## src/rtl/rr_mux_arb.sv

```systemverilog
// N-channel registered multiplexer with an internal round-robin / fixed-priority arbiter
// and a single valid/ready output stage.
module rr_mux_arb #(
    parameter int unsigned N = 4,
    parameter int unsigned W = 8
) (
    input  logic               clk,
    input  logic               rst,
    input  logic               mode,
    input  logic [N-1:0]       in_valid,
    input  logic [N*W-1:0]     in_data,
    output logic [N-1:0]       in_ready,
    output logic               out_valid,
    output logic [W-1:0]       out_data,
    output logic [$clog2(N)-1:0] out_sel,
    input  logic               out_ready
);
    localparam int unsigned SW = $clog2(N);

    logic          out_valid_q, out_valid_d;
    logic [W-1:0]  out_data_q, out_data_d;
    logic [SW-1:0] out_sel_q, out_sel_d;
    logic [SW-1:0] ptr_q, ptr_d;

    logic          load;
    logic          any_req;
    logic          transfer;
    logic [SW-1:0] grant;
    logic [W-1:0]  grant_data;

    assign load     = !out_valid_q || out_ready;
    assign any_req  = |in_valid;
    assign transfer = load && any_req && !rst;

    // Descending scans so the lowest matching index wins; in round-robin the
    // second scan (k >= ptr) overrides the wrapped-around first scan (k < ptr).
    always_comb begin
        grant = '0;
        if (mode) begin
            for (int k = N - 1; k >= 0; k--) begin
                if (in_valid[k]) grant = SW'(k);
            end
        end else begin
            for (int k = N - 1; k >= 0; k--) begin
                if (in_valid[k] && k < int'(ptr_q)) grant = SW'(k);
            end
            for (int k = N - 1; k >= 0; k--) begin
                if (in_valid[k] && k >= int'(ptr_q)) grant = SW'(k);
            end
        end
    end

    always_comb begin
        grant_data = '0;
        in_ready   = '0;
        for (int k = 0; k < N; k++) begin
            if (grant == SW'(k)) begin
                grant_data  = in_data[k*W +: W];
                in_ready[k] = transfer;
            end
        end
    end

    always_comb begin
        out_valid_d = out_valid_q;
        out_data_d  = out_data_q;
        out_sel_d   = out_sel_q;
        ptr_d       = ptr_q;
        if (load) begin
            out_valid_d = any_req;
        end
        if (transfer) begin
            out_data_d = grant_data;
            out_sel_d  = grant;
            if (!mode) begin
                ptr_d = (grant == SW'(N - 1)) ? '0 : grant + SW'(1);
            end
        end
    end

    always_ff @(posedge clk or posedge rst) begin
        if (rst) begin
            out_valid_q <= 1'b0;
            out_data_q  <= '0;
            out_sel_q   <= '0;
            ptr_q       <= '0;
        end else begin
            out_valid_q <= out_valid_d;
            out_data_q  <= out_data_d;
            out_sel_q   <= out_sel_d;
            ptr_q       <= ptr_d;
        end
    end

    assign out_valid = out_valid_q;
    assign out_data  = out_data_q;
    assign out_sel   = out_sel_q;

endmodule

```

## config.mk

```make
export PLATFORM = sky130hd
export DESIGN_NAME = rr_mux_arb
export DESIGN_NICKNAME = d
export VERILOG_FILES = /design/src/rtl/rr_mux_arb.sv
export SDC_FILE = /design/constraint.sdc
export NUM_CORES = 1
export LEC_CHECK = 0
export BUFFER_PORTS_ARGS = -buffer_cell sky130_fd_sc_hd__buf_2
export CAP_MARGIN = 5
export CORE_UTILIZATION = 30
export CTS_BUF_LIST = sky130_fd_sc_hd__clkbuf_16
export CTS_CLUSTER_DIAMETER = 200
export CTS_CLUSTER_SIZE = 30
export DETAILED_ROUTE_END_ITERATION = 12
export GPL_ROUTABILITY_DRIVEN = 0
export PLACE_DENSITY = 0.54
export SLEW_MARGIN = 5
export SYNTH_ARGS = -nofsm -noshare
export SYNTH_HDL_FRONTEND = slang
export SYNTH_SLANG_ARGS = --single-unit
```

## constraint.sdc

```tcl
create_clock -name clk -period 4.1 [get_ports clk]
set_input_delay 0.82 -clock clk [delete_from_list [all_inputs] [get_ports clk]]
set_output_delay 0.82 -clock clk [all_outputs]
set_load 0.05 [all_outputs]
```

==> summary.md <==
| Metric | Value |
|---|---|
| Outcome | `complete, no violations` |
| Ratio of final minimum period to clock period | `86.4%` |
| Starting DRC count in detailed routing | `71` |
| Detailed-routed wire length on met2 | `1370 microns` |
| Data arrival time of the critical path | `2720 ps` |
| Wire length of the first global-routing pass | `4250 microns` |
| Number of failing hold endpoints at the final stage | `0` |
| Critical Path Sink Type | `output port` |
| Post-CTS repair timing setup buffer count | `0` |
| Overall track demand over capacity in global routing | `16.4%` |
| Antenna Nets Post-Route | `0` |
| Via count of the first global-routing pass | `988` |
| Critical path class | `input pin to output port` |
| Core region area | `3050 sq um` |
| Clock transition at the register clock pins on the worst setup and hold paths after CTS | `40 ps` |
| Worst hold slack | `510 ps` |
| Final setup violating endpoints | `0` |
| Register area | `325 sq um` |
| Leakage component of the power | `0.685 nW` |
| Total negative setup slack | `0 ps` |
| Primary flip-flop cell chosen by synthesis mapping | `dfrtp_1` |
| Ranking of synthesized cells by area | `dfrtp_1, a211o_1, a221oi_1, inv_1, nor2_1` |
| RSZ-0062 raised after global routing | `no` |
| Final period demand of the worst path | `3540 ps` |
| Drt first pass iters | `4` |
| Fraction of final layout cells with drive strength greater than 1 | `41.1%` |
| Slew HR | `58.4%` |
| Number of clock sinks seen by CTS | `13` |
| FF+latch count, synth | `13` |
| Detailed Route WL | `2630 microns` |
| Warning count from the yosys run | `0` |
| Post-synthesis async set-or-reset flop share | `100%` |
| Most common cell in the netlist | `inv_1` |
| DIE HEIGHT | `58.8 microns` |
| Detail Placement HPWL | `2110 microns` |
| Number of flops mapped to enable cells by yosys | `0` |
| Critical path fanouts, max | `17` |
| Max-cap violations | `0` |
| Core Rows | `20` |
| Netlist area before placement | `968 sq um` |
| Number of vias per cell | `4.80` |
| Pin count of the biggest net entering global routing | `20` |
| Synth area leader | `dfrtp_1` |
| Largest vdd supply drop | `0.000276 V` |
| Mean instance size in the synthesized netlist | `8.42 sq um` |
| Number of filler instances in the final layout | `322` |
| Routed length on met3 | `148 microns` |
| Highest metal layer used by the detailed router | `met4` |
| Max-slew violations | `0` |
| Wirelength per Cell | `12.4 microns` |
| Final layout net count | `213` |
| Multi-input gate area in the final layout | `538 sq um` |
| Cell area power density | `487 nW/um^2` |
| Die Span X | `58.8 microns` |
| Clock buffer depth | `2` |
| Top post-synthesis cells by count | `inv_1, nor2_1, dfrtp_1, a31oi_1, nand2_1` |
| Sort of element at the start of the critical path | `input pin` |
| Root Driver | `clkbuf_16` |
| Post-cts hold buffer count | `0` |
| Synthesized Nets | `159` |
| Cts repair resizes | `0` |
| Hold Path Class | `flop to flop` |
| Area of the die | `3460 sq um` |
| Fmax | `282 MHz` |
| Count of distinct cell types in the synthesized netlist | `32` |
| Residual DRC count | `0` |
| Clock tree from TritonCTS | `built` |
| Synth-to-layout area growth | `38.2%` |
| Clk_skew | `3.51 ps` |
| Area share of the leading cell type in the synthesized netlist | `33.6%` |
| Number of antenna violations at the first check in global routing | `0` |
| Total via count after detailed routing | `1,018` |
| Number of diodes | `0` |
| Remaining global-route overflow | `0` |
| Initial core utilization | `31.7%` |
| Transition time at the pin with the least slew margin | `622 ps` |
| Number of H-tree levels | `1` |
| Met1 wire length | `1100 microns` |
| Instance count of the mapped netlist | `115` |
| Clock network latency to the later pin of the worst-skew pair | `240 ps` |
| Top-level port count | `55` |
| Number of clock buffers inserted by TritonCTS | `3` |
| Port Buf Inserts | `54` |
| Portion of the post-synthesis area used by sequential elements | `33.6%` |
| Crit path required time | `3280 ps` |
cells by family after synthesis:
| kind of cell | synth area share (%) |
|---|---|
| AO/OA/AOI/OAI | 28.8 |
| adder cells (fa/ha/maj) | 5.17 |
| buffers and inverters | 10.9 |
| flip-flops | 33.6 |
| AND/OR/NAND/NOR | 21.6 |
flip-flops by register name, indices dropped and copies added (netlist names):
signal	count
out_sel	2
out_valid	1
ptr_q	2
out_data	8
layer usage:
layer / vias up / track usage (%)
li1: 513 / -
met1: 472 / 19.0
met2: 30 / 29.7
met3: 3 / 4.84
met4: 0 / 3.06
met5: - / 0
worst paths after layout:
kind	endpoint	slack, ps	depth (start not counted)	from
max in group asynchronous	out_data[2]	3100	2	rst
worst max register to register	out_data[2]	1470	9	ptr_q[1]
worst min-delay path	out_sel[1]	510	2	out_sel[1]
worst max-delay path	in_ready[3]	560	8	in_valid[3]
worst min register to register	out_sel[1]	510	2	out_sel[1]
min in group asynchronous	out_valid	650	2	rst
cell usage in the layout (no fill, tap or decap), drive strengths merged, types with 2 or more instances in the layout:
cell     n
o21ai    3
and2b    2
nor2    14
a221oi   7
clkbuf   3
nor2b    3
ha       4
buf     56
and2     4
a211o    7
a31oi    8
inv     16
a21oi    6
nor3     2
nand2    8
dfrtp   13
per-stage QoR:
| stage | setup slack (ps) | cells | utilization (%) | instance area, sq um | power [mW] |
|---|---|---|---|---|---|
| 2_1_floorplan | 928 | 115 | - | 968 | 0.395 |
| 3_3_place_gp | 648 | 208 | 41.3 | 1260 | 0.469 |
| 3_5_place_dp | 554 | 208 | 41.3 | 1260 | 0.474 |
| 4_1_cts | 559 | 212 | 43.9 | 1340 | 0.660 |
| 5_1_grt | 381 | 212 | 43.9 | 1340 | 0.693 |
| 6_report | 559 | 212 | 43.9 | 1340 | 0.652 |
cell type report:
| type | instances | area share [%] |
|---|---|---|
| Tap cell | 44 | 4.11 |
| Clock inverter | 1 | 0.280 |
| Inverter | 15 | 4.21 |
| Clock buffer | 3 | 5.61 |
| Timing Repair Buffer | 56 | 21.3 |
| Multi-Input combinational cell | 80 | 40.2 |
| Sequential cell | 13 | 24.3 |
worst max-delay path, stage by stage:
cell and delay (ps):
buf_2 140, and2b_2 220, o21ai_0 190, a32oi_1 210, inv_1 130, ha_1 510, and2_2 240, buf_2 250
power by group:
part / switching, mW / internal, mW
Sequential: 0.0202 / 0.159
Combinational: 0.194 / 0.0973
Clock: 0.0529 / 0.128
Total: 0.267 / 0.385
Power figures use the tool's default switching activity.
